[src/rtl/uart_tx_ctrl.sv]
// uart_tx_ctrl: UART frame sequencer (start/data/parity/stop) driving an external serializer, with a data-phase watchdog
module uart_tx_ctrl #(
   parameter int DATA_WIDTH = 8,
   parameter int WDOG_SLACK = 2
) (
   input  logic                  clk,
   input  logic                  rest,
   input  logic                  data_valid,
   input  logic [DATA_WIDTH-1:0] p_data,
   input  logic                  par_en,
   input  logic                  par_typ,
   input  logic                  ser_done,
   input  logic                  ser_data,
   output logic                  ser_en,
   output logic                  tx_out,
   output logic                  busy,
   output logic                  ser_err
);
   localparam int LIMIT = DATA_WIDTH + WDOG_SLACK;
   localparam int CW = (LIMIT > 2) ? LIMIT - 1 : 1;

   typedef enum logic [2:0] {IDLE, START, DATA, PARITY, STOP} state_t;

   state_t        state_q, state_d;
   logic [CW-1:0] cnt_q, cnt_d;
   logic          par_en_q, par_en_d, par_bit_q, par_bit_d, err_q, err_d;
   logic          accept;

   assign accept = (state_q == IDLE || state_q == STOP) && data_valid;

   // Next state, parity capture on acceptance, watchdog counting and abort flag
   always_comb begin
      state_d   = state_q;
      cnt_d     = '0;
      par_en_d  = accept ? par_en : par_en_q;
      par_bit_d = accept ? ^p_data ^ par_typ : par_bit_q;
      err_d     = 1'b0;
      case (state_q)
         IDLE:   state_d = data_valid ? START : IDLE;
         START:  state_d = DATA;
         DATA: begin
            cnt_d = cnt_q + CW'(1);
            if (ser_done) state_d = par_en_q ? PARITY : STOP;
            else if (cnt_q == CW'(LIMIT - 1)) begin
               state_d = IDLE;
               err_d   = 1'b1;
            end
         end
         PARITY: state_d = STOP;
         STOP:   state_d = data_valid ? START : IDLE;
         default: state_d = IDLE;
      endcase
   end

   // State and flag registers; reset aborts any frame without raising ser_err
   always_ff @(posedge clk) begin
      if (rest) begin
         state_q   <= IDLE;
         cnt_q     <= '0;
         par_en_q  <= 1'b0;
         par_bit_q <= 1'b0;
         err_q     <= 1'b0;
      end else begin
         state_q   <= state_d;
         cnt_q     <= cnt_d;
         par_en_q  <= par_en_d;
         par_bit_q <= par_bit_d;
         err_q     <= err_d;
      end
   end

   assign busy    = state_q != IDLE;
   assign ser_en  = state_q == START || state_q == DATA;
   assign ser_err = err_q;
   assign tx_out  = state_q == START  ? 1'b0 :
                    state_q == DATA   ? ser_data :
                    state_q == PARITY ? par_bit_q : 1'b1;
endmodule

[config.mk]
export PLATFORM = sky130hd
export DESIGN_NAME = uart_tx_ctrl
export DESIGN_NICKNAME = d
export VERILOG_FILES = /design/src/rtl/uart_tx_ctrl.sv
export SDC_FILE = /design/constraint.sdc
export NUM_CORES = 1
export LEC_CHECK = 0
export ABC_CLOCK_PERIOD_IN_PS = 3100
export BUFFER_PORTS_ARGS = -buffer_cell sky130_fd_sc_hd__clkbuf_2
export CORE_UTILIZATION = 54
export CTS_CLUSTER_DIAMETER = 200
export DETAILED_ROUTE_END_ITERATION = 12
export PLACE_DENSITY = 0.82
export SKIP_LAST_GASP = 1
export SLEW_MARGIN = 30
export SYNTH_ARGS = -nofsm -noshare
export SYNTH_HDL_FRONTEND = slang
export SYNTH_SLANG_ARGS = --single-unit
[constraint.sdc]
create_clock -name clk -period 3.1 [get_ports clk]
set_input_delay 0.62 -clock clk [delete_from_list [all_inputs] [get_ports clk]]
set_output_delay 0.62 -clock clk [all_outputs]
set_load 0.01 [all_outputs]
==> impl_results.html, run 1 <==
<table>
<tr><th>Metric</th><th>Value</th></tr>
<tr><th colspan="2">Drt</th></tr>
<tr><td>TritonRoute pass-1 iters</td><td>4</td></tr>
<tr><td>Detailed-route wire length</td><td>1.391 mm</td></tr>
<tr><td>Number of nets with antenna violations after routing</td><td>0</td></tr>
<tr><td>Vias after detailed routing</td><td>685</td></tr>
<tr><td>Number of remaining DRC errors</td><td>0</td></tr>
<tr><td>Iter 0 DRT Violations</td><td>16</td></tr>
<tr><td>Wire per inst</td><td>~11 µm</td></tr>
<tr><td>Via density</td><td>5.615</td></tr>
<tr><th colspan="2">Run status</th></tr>
<tr><td>Run status</td><td>finished clean</td></tr>
<tr><th colspan="2">Logic synthesis</th></tr>
<tr><td>Number of enable flip-flop cells after synthesis</td><td>0</td></tr>
<tr><td>Cells taking the most area after synthesis</td><td>sky130_fd_sc_hd__dfxtp_1 37%, sky130_fd_sc_hd__xor2_1 5.5%, sky130_fd_sc_hd__nor2_1 5.1%</td></tr>
<tr><td>Compound-gate portion of the synthesized area</td><td>0.1030</td></tr>
<tr><td>Share of flip-flops with an asynchronous set or reset</td><td>0</td></tr>
<tr><td>Yosys Warn Count</td><td>0</td></tr>
<tr><td>Dominant cell type by area after synthesis</td><td>sky130_fd_sc_hd__dfxtp_1</td></tr>
<tr><td>Adder-cell area share of the yosys netlist</td><td>0.03120</td></tr>
<tr><td>Largest family of logic cells by synthesized area</td><td>simple AND/OR/NAND/NOR gates</td></tr>
<tr><td>Gate count after technology mapping</td><td>89</td></tr>
<tr><td>Top_reg_cell synth</td><td>sky130_fd_sc_hd__dfxtp_1</td></tr>
<tr><td>Multiplexer share of the synthesized area</td><td>0.02496</td></tr>
<tr><td>Simple-gate share of the synthesized area</td><td>0.2902</td></tr>
<tr><td>Post-Syn Area per Cell</td><td>9.011 µm²</td></tr>
<tr><td>Share of synthesized area occupied by flip-flops and latches</td><td>0.3744</td></tr>
<tr><td>Area of the mapped netlist</td><td>802.0 µm²</td></tr>
<tr><td>Mapped Nets</td><td>106</td></tr>
<tr><td>Area share of xor/xnor cells in the synthesized design</td><td>0.1264</td></tr>
<tr><td>Number of different library cells in the post-synthesis netlist</td><td>30</td></tr>
<tr><td>Cell with the most instances after synthesis</td><td>sky130_fd_sc_hd__dfxtp_1</td></tr>
<tr><td>Share of Yosys cell area claimed by the top area cell type</td><td>0.3744</td></tr>
<tr><td>Flop and latch count out of synthesis</td><td>15</td></tr>
<tr><td>Most common library cells after synthesis</td><td>15 x sky130_fd_sc_hd__dfxtp_1, 11 x sky130_fd_sc_hd__nor2_1, 7 x sky130_fd_sc_hd__nand2_1</td></tr>
<tr><th colspan="2">Worst setup path</th></tr>
<tr><td>Data arrival time at the worst-slack endpoint</td><td>1.29 ns</td></tr>
<tr><td>Setup Crit Path Kind</td><td>reg -&gt; out</td></tr>
<tr><td>Count of buffer and inverter cells on the critical path</td><td>1</td></tr>
<tr><td>Delay of the slowest critical-path stage</td><td>~0.5 ns</td></tr>
<tr><td>Most prevalent standard cell on the critical path</td><td>sky130_fd_sc_hd__nand2b_1</td></tr>
<tr><td>Cells along the critical path</td><td>nand2b_1 -&gt; o21ai_0 -&gt; nand2b_1 -&gt; clkbuf_2</td></tr>
<tr><td>Launching element type of the critical path</td><td>flop</td></tr>
<tr><td>Critical path data required time</td><td>roughly 2.5 ns</td></tr>
<tr><td>Crit end category</td><td>output pin</td></tr>
<tr><td>Largest fanout on the critical path</td><td>10</td></tr>
<tr><td>Critical path's top delay family</td><td>flip-flops</td></tr>
<tr><td>Highest-delay cell along the critical path</td><td>sky130_fd_sc_hd__dfxtp_1</td></tr>
<tr><th colspan="2">Floorplan</th></tr>
<tr><td>Starting density of the core</td><td>0.6013</td></tr>
<tr><td>Area enclosed by the die boundary</td><td>1643 µm²</td></tr>
<tr><td>Overall die height</td><td>40.54 µm</td></tr>
<tr><td>Placeable core region</td><td>1334 µm²</td></tr>
<tr><td>I/O pin count</td><td>19</td></tr>
<tr><td>Horiz. Die Dim</td><td>40.54 µm</td></tr>
<tr><td>Number of rows in the core area</td><td>13</td></tr>
<tr><th colspan="2">Place</th></tr>
<tr><td>HPWL reported at the end of detailed placement</td><td>1.079 mm</td></tr>
<tr><td>Count of input and output buffers</td><td>18</td></tr>
<tr><td>Placer congestion estimate</td><td>0.7602</td></tr>
<tr><th colspan="2">STA</th></tr>
<tr><td>RSZ-0062 raised after global routing</td><td>false</td></tr>
<tr><td>Endpoints failing setup</td><td>0</td></tr>
<tr><td>Minimum clock period after layout</td><td>1.914 ns</td></tr>
<tr><td>Min Hold Slack</td><td>0.4790 ns</td></tr>
<tr><td>Final count of hold timing violations</td><td>0</td></tr>
<tr><td>Max-slew violations</td><td>0</td></tr>
<tr><td>Final total negative setup slack</td><td>0 ns</td></tr>
<tr><td>Pin slew with the least headroom to its limit</td><td>approximately 0.32 ns</td></tr>
<tr><td>Tcrit/Tclk final</td><td>0.6174</td></tr>
<tr><td>Normalized max-slew margin</td><td>0.7862</td></tr>
<tr><td>Achievable Freq</td><td>0.5225 GHz</td></tr>
<tr><td>Worst Clk Skew</td><td>0.0009216 ns</td></tr>
<tr><th colspan="2">CTS</th></tr>
<tr><td>Num Clock Sinks</td><td>15</td></tr>
<tr><td>Largest buffer count on any clock path</td><td>2</td></tr>
<tr><td>Total CTS buffers</td><td>3</td></tr>
<tr><td>Post-CTS resize count</td><td>0</td></tr>
<tr><td>Clock latency on the worst-skew pair</td><td>approximately 0.28 ns</td></tr>
<tr><td>TritonCTS clock tree</td><td>done</td></tr>
<tr><td>Post-CTS setup buffer count</td><td>0</td></tr>
<tr><td>Clock Tree Root</td><td>sky130_fd_sc_hd__clkbuf_4</td></tr>
<tr><td>Level count of the clock H-tree</td><td>1</td></tr>
<tr><td>Hold-fix buffer count after cts</td><td>0</td></tr>
<tr><td>Clock slew seen by the registers of the worst setup and hold paths</td><td>approximately 0.09 ns</td></tr>
<tr><th colspan="2">Global route</th></tr>
<tr><td>Number of antenna violations at the first check in global routing</td><td>0</td></tr>
<tr><td>Largest net degree at the start of global routing</td><td>12</td></tr>
<tr><td>Vias in the first global route</td><td>between 500 and 600</td></tr>
<tr><td>Overflow after GRT</td><td>0</td></tr>
<tr><td>Wire length of the first global-routing pass</td><td>2.242 mm</td></tr>
<tr><td>Combined global-route utilization of all metal layers</td><td>0.2066</td></tr>
<tr><th colspan="2">Layout</th></tr>
<tr><td>Post-layout net count</td><td>125</td></tr>
<tr><td>Antenna diode instance count</td><td>0</td></tr>
<tr><td># fillers</td><td>108</td></tr>
<tr><td>Area added between synthesis and finish</td><td>12.79%</td></tr>
<tr><td>Share of post-route cells with drive strength above 1</td><td>0.2243</td></tr>
<tr><th colspan="2">Power and ir drop</th></tr>
<tr><td>Leakage Power</td><td>0.0003668 µW</td></tr>
<tr><td>Max IR drop VDD</td><td>0.2585 mV</td></tr>
<tr><td>Power per cell area</td><td>roughly 420 nW/µm²</td></tr>
<tr><th colspan="2">Worst hold path</th></tr>
<tr><td>Class of the most critical hold timing path</td><td>reg -&gt; reg</td></tr>
<tr><th colspan="2">Run</th></tr>
<tr><td>Max-cap violations</td><td>0</td></tr>
</table>
## cell usage in the layout (no fill, tap or decap), types with 2 or more instances in the layout
cell,n
sky130_fd_sc_hd__ha_1,2
sky130_fd_sc_hd__nand2b_1,3
sky130_fd_sc_hd__nand3_1,4
sky130_fd_sc_hd__clkbuf_2,18
sky130_fd_sc_hd__or3_1,4
sky130_fd_sc_hd__dfxtp_1,15
sky130_fd_sc_hd__nor2_1,11
sky130_fd_sc_hd__xnor2_1,4
sky130_fd_sc_hd__o21ai_0,5
sky130_fd_sc_hd__a21oi_1,5
sky130_fd_sc_hd__inv_1,2
sky130_fd_sc_hd__clkbuf_4,3
sky130_fd_sc_hd__nand3b_1,2
sky130_fd_sc_hd__nand2_1,7
sky130_fd_sc_hd__xor2_1,5
sky130_fd_sc_hd__mux2i_1,2
## through the flow
stage               worst slack, ns  cells  utilization  power, µW  cell area (µm²)
floorplan                     1.619     89            -      251.2            802.0
global placement              1.462    118       0.6585      267.6            878.3
detailed placement            1.429    118       0.6585      270.3            878.3
CTS                           1.184    122       0.6782      381.4            904.6
global route                  1.071    122       0.6782      396.4            904.6
finish                        1.186    122       0.6782      376.9            904.6
## report_power, final
part | leakage (µW) | switching (µW) | total (µW) | internal, µW
Combinational | 0.000230 | 26.2 | 59.1 | 32.9
Clock | 0.0000150 | 61.2 | 111 | 49.9
Sequential | 0.000122 | 8.02 | 207 | 199
## final cells by class
cell class	instances	area, µm²	share of cell area
Multi-Input combinational cell	68	461.7	0.5104
Sequential cell	15	300.3	0.3320
Timing Repair Buffer	18	90.09	0.09959
Clock buffer	4	26.28	0.02905
Tap cell	15	18.77	0.02075
Inverter	2	7.507	0.008299
## metal layers
layer / wire [µm] / vias to the layer above / track usage
met5: 0 / - / 0
met4: 12 / 0 / 0.05000
met3: 49 / 2 / 0.05000
met2: 717 / 14 / 0.3849
met1: 612 / 320 / 0.2300
li1: - / 349 / -
## path summary, 6_finish.rpt
path,startpoint,slack [ns],end,depth (start not counted)
worst max-delay path,state_q[1]$_SDFFE_PP0P_,1.19,tx_out,4
worst min-delay path,cnt_q[0]$_SDFF_PP0_,0.48,cnt_q[0]$_SDFF_PP0_,1
worst min register to register,cnt_q[0]$_SDFF_PP0_,0.48,cnt_q[0]$_SDFF_PP0_,1
worst max register to register,cnt_q[0]$_SDFF_PP0_,1.63,state_q[2]$_SDFFE_PP0P_,5
## logic make-up after synthesis
kind of cell | Yosys count
AOI/OAI and AO/OA | 14
xor gates and xnor gates | 10
adders and majority gates | 2
buffers and inverters | 6
DFF | 15
muxes | 2
and+or+nand+nor | 40
## state kept, by name, indices dropped and copies added, names as in the netlist
signal / cells
par_bit_q: 1
ser_err: 1
par_en_q: 1
state_q: 3
cnt_q: 9
## worst reg2reg max path: stages (launching register included)
cell	delay (ns)
sky130_fd_sc_hd__dfxtp_1	0.39
sky130_fd_sc_hd__ha_1	0.16
sky130_fd_sc_hd__and4bb_1	0.18
sky130_fd_sc_hd__nand2_1	0.11
sky130_fd_sc_hd__a211o_1	0.33
sky130_fd_sc_hd__nor4b_2	0.23
Note: power is estimated with default switching activity, not from simulation.
==> run 2: changes to the inputs <==
--- a/config.mk
+++ b/config.mk
@@ -5,12 +5,12 @@
 export SDC_FILE = /design/constraint.sdc
 export NUM_CORES = 1
 export LEC_CHECK = 0
-export ABC_CLOCK_PERIOD_IN_PS = 3100
+export ABC_CLOCK_PERIOD_IN_PS = 1870
 export BUFFER_PORTS_ARGS = -buffer_cell sky130_fd_sc_hd__clkbuf_2
-export CORE_UTILIZATION = 54
+export CORE_UTILIZATION = 51
 export CTS_CLUSTER_DIAMETER = 200
 export DETAILED_ROUTE_END_ITERATION = 12
-export PLACE_DENSITY = 0.82
+export PLACE_DENSITY = 0.78
 export SKIP_LAST_GASP = 1
 export SLEW_MARGIN = 30
 export SYNTH_ARGS = -nofsm -noshare
==> constraint.sdc (replaced) <==
create_clock -name clk -period 1.87 [get_ports clk]
set_input_delay 0.374 -clock clk [delete_from_list [all_inputs] [get_ports clk]]
set_output_delay 0.374 -clock clk [all_outputs]
set_load 0.01 [all_outputs]
==> run 2 against run 1 <==
Net effect: first-iteration DRC count is 31% lower; power is 63% higher; cell count stayed put; via count is 1.9% lower; clock skew is 0.0019 ns higher; critical path type unchanged; critical endpoint unchanged; highest routed layer unchanged.
==> impl_results.html, run 2 (synthesized netlist as in run 1, its figures left out) <==
<table>
<tr><th>Metric</th><th>Value</th></tr>
<tr><th colspan="2">Run status</th></tr>
<tr><td>Run status</td><td>finished clean (unchanged)</td></tr>
<tr><th colspan="2">Worst hold path</th></tr>
<tr><td>Class of the most critical hold timing path</td><td>in -&gt; reg (was reg -&gt; reg)</td></tr>
<tr><td>Hold Crit Start</td><td>par_en (was cnt_q[0]$_SDFF_PP0_)</td></tr>
<tr><th colspan="2">Floorplan</th></tr>
<tr><td>Number of rows in the core area</td><td>13 (unchanged)</td></tr>
<tr><td>Overall die height</td><td>41.66 µm (was 40.54 µm)</td></tr>
<tr><td>Starting density of the core</td><td>0.5801 (was 0.6013)</td></tr>
<tr><td>Placeable core region</td><td>1383 µm² (was 1334 µm²)</td></tr>
<tr><td>Area enclosed by the die boundary</td><td>1735 µm² (was 1643 µm²)</td></tr>
<tr><td>I/O pin count</td><td>19 (unchanged)</td></tr>
<tr><td>Horiz. Die Dim</td><td>41.66 µm (was 40.54 µm)</td></tr>
<tr><th colspan="2">Worst setup path</th></tr>
<tr><td>Critical path's top delay family</td><td>flip-flops (unchanged)</td></tr>
<tr><td>Launching element type of the critical path</td><td>flop (unchanged)</td></tr>
<tr><td>Most prevalent standard cell on the critical path</td><td>sky130_fd_sc_hd__nand2b_1 (unchanged)</td></tr>
<tr><td>Setup Crit Path Kind</td><td>reg -&gt; out (unchanged)</td></tr>
<tr><td>Critical path data required time</td><td>1.50 ns (was 2.48 ns)</td></tr>
<tr><td>Largest fanout on the critical path</td><td>10 (unchanged)</td></tr>
<tr><td>Count of buffer and inverter cells on the critical path</td><td>1 (unchanged)</td></tr>
<tr><td>Origin of the worst setup path</td><td>state_q[1]$_SDFFE_PP0P_ (unchanged)</td></tr>
<tr><td>Highest-delay cell along the critical path</td><td>sky130_fd_sc_hd__dfxtp_1 (unchanged)</td></tr>
<tr><td>Crit end category</td><td>output pin (unchanged)</td></tr>
<tr><td>R2r startpoint</td><td>cnt_q[0]$_SDFF_PP0_ (unchanged)</td></tr>
<tr><td>Delay of the slowest critical-path stage</td><td>0.50 ns (was 0.51 ns)</td></tr>
<tr><td>Cells along the critical path</td><td>nand2b_1 -&gt; o21ai_0 -&gt; nand2b_1 -&gt; clkbuf_2 (unchanged)</td></tr>
<tr><td>Data arrival time at the worst-slack endpoint</td><td>1.26 ns (was 1.29 ns)</td></tr>
<tr><th colspan="2">Layout</th></tr>
<tr><td>Share of post-route cells with drive strength above 1</td><td>0.2336 (was 0.2243)</td></tr>
<tr><td>Area added between synthesis and finish</td><td>12.95% (was 12.79%)</td></tr>
<tr><td>Post-layout net count</td><td>125 (unchanged)</td></tr>
<tr><td>Max FFs per register</td><td>9 (unchanged)</td></tr>
<tr><td>Register name with the most flops</td><td>cnt_q (unchanged)</td></tr>
<tr><td>Final core utilization</td><td>0.6552 (was 0.6782)</td></tr>
<tr><td>Most common library cell in the layout ignoring fill and taps</td><td>sky130_fd_sc_hd__clkbuf_2 (unchanged)</td></tr>
<tr><td>Leading cell types in the layout, fill and taps excluded</td><td>18 x sky130_fd_sc_hd__clkbuf_2, 15 x sky130_fd_sc_hd__dfxtp_1, 11 x sky130_fd_sc_hd__nor2_1 (unchanged)</td></tr>
<tr><td>Antenna diode instance count</td><td>0 (unchanged)</td></tr>
<tr><td>Top Registers</td><td>cnt_q x9, state_q x3 (unchanged)</td></tr>
<tr><td>Final standard cell area without fillers</td><td>905.9 µm² (was 904.6 µm²)</td></tr>
<tr><th colspan="2">STA</th></tr>
<tr><td>Pin slew with the least headroom to its limit</td><td>0.2794 ns (was 0.3163 ns)</td></tr>
<tr><td>Normalized max-slew margin</td><td>0.8111 (was 0.7862)</td></tr>
<tr><td>Final total negative setup slack</td><td>0 ns (unchanged)</td></tr>
<tr><td>Tcrit/Tclk final</td><td>0.8736</td></tr>
<tr><td>Max-slew violations</td><td>0 (unchanged)</td></tr>
<tr><td>Final WS setup</td><td>0.2363 ns (was 1.186 ns)</td></tr>
<tr><td>Endpoints failing setup</td><td>0 (unchanged)</td></tr>
<tr><td>Worst Clk Skew</td><td>0.002821 ns (was 0.0009216 ns)</td></tr>
<tr><td>Minimum clock period after layout</td><td>between 1.5 and 2 ns</td></tr>
<tr><td>Final count of hold timing violations</td><td>0 (unchanged)</td></tr>
<tr><td>RSZ-0062 raised after global routing</td><td>false (unchanged)</td></tr>
<tr><td>Achievable Freq</td><td>0.6121 GHz</td></tr>
<tr><th colspan="2">CTS</th></tr>
<tr><td>Post-CTS setup buffer count</td><td>0 (unchanged)</td></tr>
<tr><td>Level count of the clock H-tree</td><td>1 (unchanged)</td></tr>
<tr><td>TritonCTS clock tree</td><td>done (unchanged)</td></tr>
<tr><td>Largest buffer count on any clock path</td><td>2 (unchanged)</td></tr>
<tr><td>Clock Tree Root</td><td>sky130_fd_sc_hd__clkbuf_4 (unchanged)</td></tr>
<tr><td>Clock latency on the worst-skew pair</td><td>0.28 ns (about the same)</td></tr>
<tr><td>Hold-fix buffer count after cts</td><td>0 (unchanged)</td></tr>
<tr><td>Post-CTS resize count</td><td>0 (unchanged)</td></tr>
<tr><td>Total CTS buffers</td><td>3 (unchanged)</td></tr>
<tr><td>Num Clock Sinks</td><td>15 (unchanged)</td></tr>
<tr><td>Clock slew seen by the registers of the worst setup and hold paths</td><td>0.08 ns (was 0.09 ns)</td></tr>
<tr><th colspan="2">Place</th></tr>
<tr><td>Placed instance area</td><td>878.3 µm² (unchanged)</td></tr>
<tr><td>HPWL reported at the end of detailed placement</td><td>1.026 mm (was 1.079 mm)</td></tr>
<tr><td>Pre-CTS setup slack</td><td>0.4762 ns (was 1.429 ns)</td></tr>
<tr><td>Placer congestion estimate</td><td>0.7905 (was 0.7602)</td></tr>
<tr><td>Count of input and output buffers</td><td>18 (unchanged)</td></tr>
<tr><th colspan="2">Global route</th></tr>
<tr><td>Overflow after GRT</td><td>0 (unchanged)</td></tr>
<tr><td>Wire length of the first global-routing pass</td><td>2.263 mm (was 2.242 mm)</td></tr>
<tr><td>Vias in the first global route</td><td>573 (was 570)</td></tr>
<tr><td>Combined global-route utilization of all metal layers</td><td>0.1712 (was 0.2066)</td></tr>
<tr><td>Largest net degree at the start of global routing</td><td>12 (unchanged)</td></tr>
<tr><td>Number of antenna violations at the first check in global routing</td><td>0 (unchanged)</td></tr>
<tr><th colspan="2">Power and ir drop</th></tr>
<tr><td>Leakage Power</td><td>0.0003695 µW (was 0.0003668 µW)</td></tr>
<tr><td>Max IR drop VDD</td><td>0.5134 mV (was 0.2585 mV)</td></tr>
<tr><td>Post-layout power</td><td>613.9 µW (was 376.9 µW)</td></tr>
<tr><td>Power per cell area</td><td>677.7 nW/µm² (was 416.6 nW/µm²)</td></tr>
<tr><th colspan="2">Drt</th></tr>
<tr><td>Number of nets with antenna violations after routing</td><td>0 (unchanged)</td></tr>
<tr><td>Detailed-route wire length</td><td>1.302 mm (was 1.391 mm)</td></tr>
<tr><td>Wire per inst</td><td>10.67 µm (was 11.40 µm)</td></tr>
<tr><td>Vias after detailed routing</td><td>672 (was 685)</td></tr>
<tr><td>Iter 0 DRT Violations</td><td>11 (was 16)</td></tr>
<tr><td>Number of remaining DRC errors</td><td>0 (unchanged)</td></tr>
<tr><td>Via density</td><td>5.508 (was 5.615)</td></tr>
<tr><td>TritonRoute pass-1 iters</td><td>4 (unchanged)</td></tr>
<tr><th colspan="2">Run</th></tr>
<tr><td>Max-cap violations</td><td>0 (unchanged)</td></tr>
</table>
## run 2: power by group
group          internal, µW  leakage, µW  total (µW)  switching (µW)
clock                  79.4    0.0000177         175            95.8
combinational          54.5     0.000230        96.2            41.8
sequential              329     0.000122         342            13.2
## run 2: worst paths after layout
kind,slack (ns),end,depth (start not counted)
max,0.24,tx_out,4
min,0.32,par_en_q$_SDFFE_PP0P_,3
max reg2reg,0.46,state_q[2]$_SDFFE_PP0P_,5
min reg2reg,0.48,cnt_q[0]$_SDFF_PP0_,1
## run 2: cell type report
type	instances	area (µm²)
Timing Repair Buffer	18	90.09
Tap cell	15	18.77
Inverter	2	7.507
Clock inverter	1	5.005
Multi-Input combinational cell	68	461.7
Fill cell	118	476.7
Sequential cell	15	300.3
Clock buffer	3	22.52
## run 2: worst min-delay path: stages
cell	delay, ns
sky130_fd_sc_hd__clkbuf_2	0.07
sky130_fd_sc_hd__mux2i_1	0.05
sky130_fd_sc_hd__nor2_1	0.07
## run 2: metrics by stage
| step | hold WS, ns | cells |
|---|---|---|
| 3_3_place_gp | 0.4530 | 118 |
| 5_1_grt | 0.3181 | 122 |
| 2_1_floorplan | 0.4333 | 89 |
| 6_report | 0.3185 | 122 |
| 4_1_cts | 0.3142 | 122 |
| 3_5_place_dp | 0.4675 | 118 |
## run 2: per-layer routing
metal,routed length [µm],global-route usage
met1,607,0.2011
met2,624,0.2844
met3,60,0.07826
met4,10,0.03871
met5,0,0
==> run 3: changes to the inputs <==
--- a/config.mk
+++ b/config.mk
@@ -5,12 +5,12 @@
 export SDC_FILE = /design/constraint.sdc
 export NUM_CORES = 1
 export LEC_CHECK = 0
-export ABC_CLOCK_PERIOD_IN_PS = 1870
+export ABC_CLOCK_PERIOD_IN_PS = 1350
 export BUFFER_PORTS_ARGS = -buffer_cell sky130_fd_sc_hd__clkbuf_2
-export CORE_UTILIZATION = 51
+export CORE_UTILIZATION = 46
 export CTS_CLUSTER_DIAMETER = 200
 export DETAILED_ROUTE_END_ITERATION = 12
-export PLACE_DENSITY = 0.78
+export PLACE_DENSITY = 0.75
 export SKIP_LAST_GASP = 1
 export SLEW_MARGIN = 30
 export SYNTH_ARGS = -nofsm -noshare
==> constraint.sdc (replaced) <==
create_clock -name clk -period 1.35 [get_ports clk]
set_input_delay 0.27 -clock clk [delete_from_list [all_inputs] [get_ports clk]]
set_output_delay 0.27 -clock clk [all_outputs]
set_load 0.01 [all_outputs]
==> run 3 against run 2 <==
Net effect: the run now ends with design-rule violations, negative setup slack left; highest routed layer unchanged; setup slack lost 0.37 ns; sequential share of layout area is 4.4 points lower; non-clock buffer count up 13; die area increased by 10%.
==> impl_results.html, run 3 (synthesized netlist as in run 1, its figures left out) <==
<table>
<tr><th>Metric</th><th>Value</th></tr>
<tr><th colspan="2">Worst hold path</th></tr>
<tr><td>Class of the most critical hold timing path</td><td>in -&gt; reg (unchanged)</td></tr>
<tr><td>Hold Path End</td><td>ser_err$_SDFF_PP0_ (was par_en_q$_SDFFE_PP0P_)</td></tr>
<tr><td>Hold Crit Start</td><td>ser_done (was par_en)</td></tr>
<tr><td>Number of cells on the worst hold path</td><td>2 (was 3)</td></tr>
<tr><th colspan="2">Worst setup path</th></tr>
<tr><td>Data arrival time at the worst-slack endpoint</td><td>1.21 ns (was 1.26 ns)</td></tr>
<tr><td>Crit end category</td><td>output pin (unchanged)</td></tr>
<tr><td>Register-to-register setup slack</td><td>-0.07 ns (was 0.46 ns)</td></tr>
<tr><td>Setup Crit Path Kind</td><td>reg -&gt; out (unchanged)</td></tr>
<tr><td>Critical path's top delay family</td><td>flip-flops (unchanged)</td></tr>
<tr><td>Cells along the critical path</td><td>clkbuf_2 -&gt; nand2b_1 -&gt; a21oi_1 -&gt; clkbuf_2 (was nand2b_1 -&gt; o21ai_0 -&gt; nand2b_1 -&gt; clkbuf_2)</td></tr>
<tr><td>Count of buffer and inverter cells on the critical path</td><td>2 (was 1)</td></tr>
<tr><td>Most prevalent standard cell on the critical path</td><td>sky130_fd_sc_hd__clkbuf_2 (was sky130_fd_sc_hd__nand2b_1)</td></tr>
<tr><td>Highest-delay cell along the critical path</td><td>sky130_fd_sc_hd__dfxtp_4 (was sky130_fd_sc_hd__dfxtp_1)</td></tr>
<tr><td>Launching element type of the critical path</td><td>flop (unchanged)</td></tr>
<tr><td>Worst flop-to-flop path endpoint</td><td>cnt_q[7]$_SDFF_PP0_ (was state_q[2]$_SDFFE_PP0P_)</td></tr>
<tr><td>Critical path data required time</td><td>1.08 ns (was 1.50 ns)</td></tr>
<tr><td>R2r startpoint</td><td>state_q[2]$_SDFFE_PP0P_ (was cnt_q[0]$_SDFF_PP0_)</td></tr>
<tr><td>Largest fanout on the critical path</td><td>5 (was 10)</td></tr>
<tr><td>Count of cells along the worst register-to-register path</td><td>3 (was 5)</td></tr>
<tr><td>Delay of the slowest critical-path stage</td><td>0.37 ns (was 0.50 ns)</td></tr>
<tr><th colspan="2">STA</th></tr>
<tr><td>Min Hold Slack</td><td>0.2159 ns (was 0.3185 ns)</td></tr>
<tr><td>Endpoints failing setup</td><td>11 (was 0)</td></tr>
<tr><td>RSZ-0062 raised after global routing</td><td>true (was false)</td></tr>
<tr><td>Tcrit/Tclk final</td><td>1.096</td></tr>
<tr><td>Final count of hold timing violations</td><td>0 (unchanged)</td></tr>
<tr><td>Normalized max-slew margin</td><td>0.8285 (was 0.8111)</td></tr>
<tr><td>Pin slew with the least headroom to its limit</td><td>0.2536 ns (was 0.2794 ns)</td></tr>
<tr><td>Worst Clk Skew</td><td>0.007267 ns (was 0.002821 ns)</td></tr>
<tr><td>Final total negative setup slack</td><td>-0.6242 ns (was 0 ns)</td></tr>
<tr><td>Achievable Freq</td><td>0.6759 GHz</td></tr>
<tr><td>Final WS setup</td><td>-0.1296 ns (was 0.2363 ns)</td></tr>
<tr><td>Minimum clock period after layout</td><td>around 1.5 ns</td></tr>
<tr><td>Max-slew violations</td><td>0 (unchanged)</td></tr>
<tr><th colspan="2">Floorplan</th></tr>
<tr><td>Horiz. Die Dim</td><td>43.76 µm (was 41.66 µm)</td></tr>
<tr><td>I/O pin count</td><td>19 (unchanged)</td></tr>
<tr><td>Number of rows in the core area</td><td>14 (was 13)</td></tr>
<tr><td>Starting density of the core</td><td>0.5144 (was 0.5801)</td></tr>
<tr><td>Placeable core region</td><td>1559 µm² (was 1383 µm²)</td></tr>
<tr><td>Overall die height</td><td>43.76 µm (was 41.66 µm)</td></tr>
<tr><td>Area enclosed by the die boundary</td><td>1915 µm² (was 1735 µm²)</td></tr>
<tr><th colspan="2">Place</th></tr>
<tr><td>Pre-CTS setup slack</td><td>-0.04448 ns (was 0.4762 ns)</td></tr>
<tr><td>HPWL reported at the end of detailed placement</td><td>1.211 mm (was 1.026 mm)</td></tr>
<tr><td>Placer congestion estimate</td><td>0.8231 (was 0.7905)</td></tr>
<tr><td>Count of input and output buffers</td><td>18 (unchanged)</td></tr>
<tr><td>Placed instance area</td><td>932.1 µm² (was 878.3 µm²)</td></tr>
<tr><th colspan="2">Global route</th></tr>
<tr><td>Combined global-route utilization of all metal layers</td><td>0.2116 (was 0.1712)</td></tr>
<tr><td>Largest net degree at the start of global routing</td><td>12 (unchanged)</td></tr>
<tr><td>Number of antenna violations at the first check in global routing</td><td>0 (unchanged)</td></tr>
<tr><td>Vias in the first global route</td><td>710 (was 573)</td></tr>
<tr><td>Overflow after GRT</td><td>0 (unchanged)</td></tr>
<tr><td>Wire length of the first global-routing pass</td><td>2.953 mm (was 2.263 mm)</td></tr>
<tr><th colspan="2">Drt</th></tr>
<tr><td>Wire per inst</td><td>13.57 µm (was 10.67 µm)</td></tr>
<tr><td>Detailed-route wire length</td><td>1.859 mm (was 1.302 mm)</td></tr>
<tr><td>Vias after detailed routing</td><td>762 (was 672)</td></tr>
<tr><td>Via density</td><td>5.562 (was 5.508)</td></tr>
<tr><td>Number of remaining DRC errors</td><td>2 (was 0)</td></tr>
<tr><td>Number of nets with antenna violations after routing</td><td>0 (unchanged)</td></tr>
<tr><td>TritonRoute pass-1 iters</td><td>8 (was 4)</td></tr>
<tr><td>Iter 0 DRT Violations</td><td>14 (was 11)</td></tr>
<tr><th colspan="2">Layout</th></tr>
<tr><td># fillers</td><td>108 (was 118)</td></tr>
<tr><td>Post-layout net count</td><td>139 (was 125)</td></tr>
<tr><td>Share of post-route cells with drive strength above 1</td><td>0.4132 (was 0.2336)</td></tr>
<tr><td>Most common library cell in the layout ignoring fill and taps</td><td>sky130_fd_sc_hd__clkbuf_2 (unchanged)</td></tr>
<tr><td>Final standard cell area without fillers</td><td>1079 µm² (was 905.9 µm²)</td></tr>
<tr><td>Register name with the most flops</td><td>cnt_q (unchanged)</td></tr>
<tr><td>Top Registers</td><td>cnt_q x9, state_q x3 (unchanged)</td></tr>
<tr><td>Antenna diode instance count</td><td>0 (unchanged)</td></tr>
<tr><td>Leading cell types in the layout, fill and taps excluded</td><td>18 x sky130_fd_sc_hd__clkbuf_2, 11 x sky130_fd_sc_hd__nor2_1, 11 x sky130_fd_sc_hd__dfxtp_1 (was 18 x sky130_fd_sc_hd__clkbuf_2, 15 x sky130_fd_sc_hd__dfxtp_1, 11 x sky130_fd_sc_hd__nor2_1)</td></tr>
<tr><td>Max FFs per register</td><td>9 (unchanged)</td></tr>
<tr><td>Final core utilization</td><td>0.6918 (was 0.6552)</td></tr>
<tr><td>Area added between synthesis and finish</td><td>34.48% (was 12.95%)</td></tr>
<tr><th colspan="2">Power and ir drop</th></tr>
<tr><td>Leakage Power</td><td>0.0004550 µW (was 0.0003695 µW)</td></tr>
<tr><td>Power per cell area</td><td>848.3 nW/µm² (was 677.7 nW/µm²)</td></tr>
<tr><td>Max IR drop VDD</td><td>0.6853 mV (was 0.5134 mV)</td></tr>
<tr><th colspan="2">CTS</th></tr>
<tr><td>Clock Tree Root</td><td>sky130_fd_sc_hd__clkbuf_4 (unchanged)</td></tr>
<tr><td>Num Clock Sinks</td><td>15 (unchanged)</td></tr>
<tr><td>Clock slew seen by the registers of the worst setup and hold paths</td><td>0.10 ns (was 0.08 ns)</td></tr>
<tr><td>TritonCTS clock tree</td><td>done (unchanged)</td></tr>
<tr><td>Clock latency on the worst-skew pair</td><td>0.28 ns (about the same)</td></tr>
<tr><td>Level count of the clock H-tree</td><td>1 (unchanged)</td></tr>
<tr><td>Largest buffer count on any clock path</td><td>2 (unchanged)</td></tr>
<tr><td>Total CTS buffers</td><td>3 (unchanged)</td></tr>
<tr><th colspan="2">Run</th></tr>
<tr><td>Max-cap violations</td><td>0 (unchanged)</td></tr>
<tr><th colspan="2">Run status</th></tr>
<tr><td>Violated checks</td><td>design-rule violations, negative setup slack</td></tr>
<tr><td>Run status</td><td>complete, but fails checks (was finished clean)</td></tr>
</table>
## run 3: per-layer routing
layer,up-vias,part of all wire,track usage
li1,377,-,-
met1,354,0.42,0.2454
met2,24,0.51,0.3522
met3,7,0.034,0.05417
met4,0,0.029,0.1188
met5,-,0,0
## run 3: timing repair
action	4_1_cts	5_1_grt
cloned	0	1
pin swaps	2	2
resized for setup	7	12
buffers inserted	3	3
hold buffers	0	0
endpoints found under the setup margin	5	6
endpoints found under the hold margin	0	0
## run 3: worst max-delay path by stage
stage	startpoint	endpoint	slack, ns	cells past startpoint
global route	state_q[0]$_SDFFE_PP0P_	ser_en	-0.22	4
finish	state_q[0]$_SDFFE_PP0P_	ser_en	-0.13	4
CTS	state_q[1]$_SDFFE_PP0P_	busy	-0.08	2
floorplan	cnt_q[0]$_SDFF_PP0_	state_q[2]$_SDFFE_PP0P_	0.05	5
detailed placement	state_q[1]$_SDFFE_PP0P_	state_q[1]$_SDFFE_PP0P_	-0.04	3
global placement	state_q[1]$_SDFFE_PP0P_	state_q[1]$_SDFFE_PP0P_	0.02	3
## run 3: power breakdown
part | total, µW | internal, µW | switching, µW
Combinational | 186 | 103 | 82.9
Sequential | 471 | 456 | 14.9
Clock | 258 | 110 | 148
## run 3: through the flow
stage | power (µW) | std cells
2_1_floorplan | 576.9 | 89
3_3_place_gp | 620.4 | 126
3_5_place_dp | 626.3 | 126
4_1_cts | 890.3 | 133
5_1_grt | 954.6 | 137
6_report | 914.9 | 137
## run 3: layout make-up
cell class | instances | area (µm²) | share of cell area
clock buffers | 3 | 22.52 | 0.02088
clock inverters | 1 | 5.005 | 0.004640
inverters | 2 | 7.507 | 0.006961
multi-input cells | 69 | 514.2 | 0.4768
flip-flops and latches | 15 | 310.3 | 0.2877
well taps | 16 | 20.02 | 0.01856
repair buffers | 31 | 198.9 | 0.1845
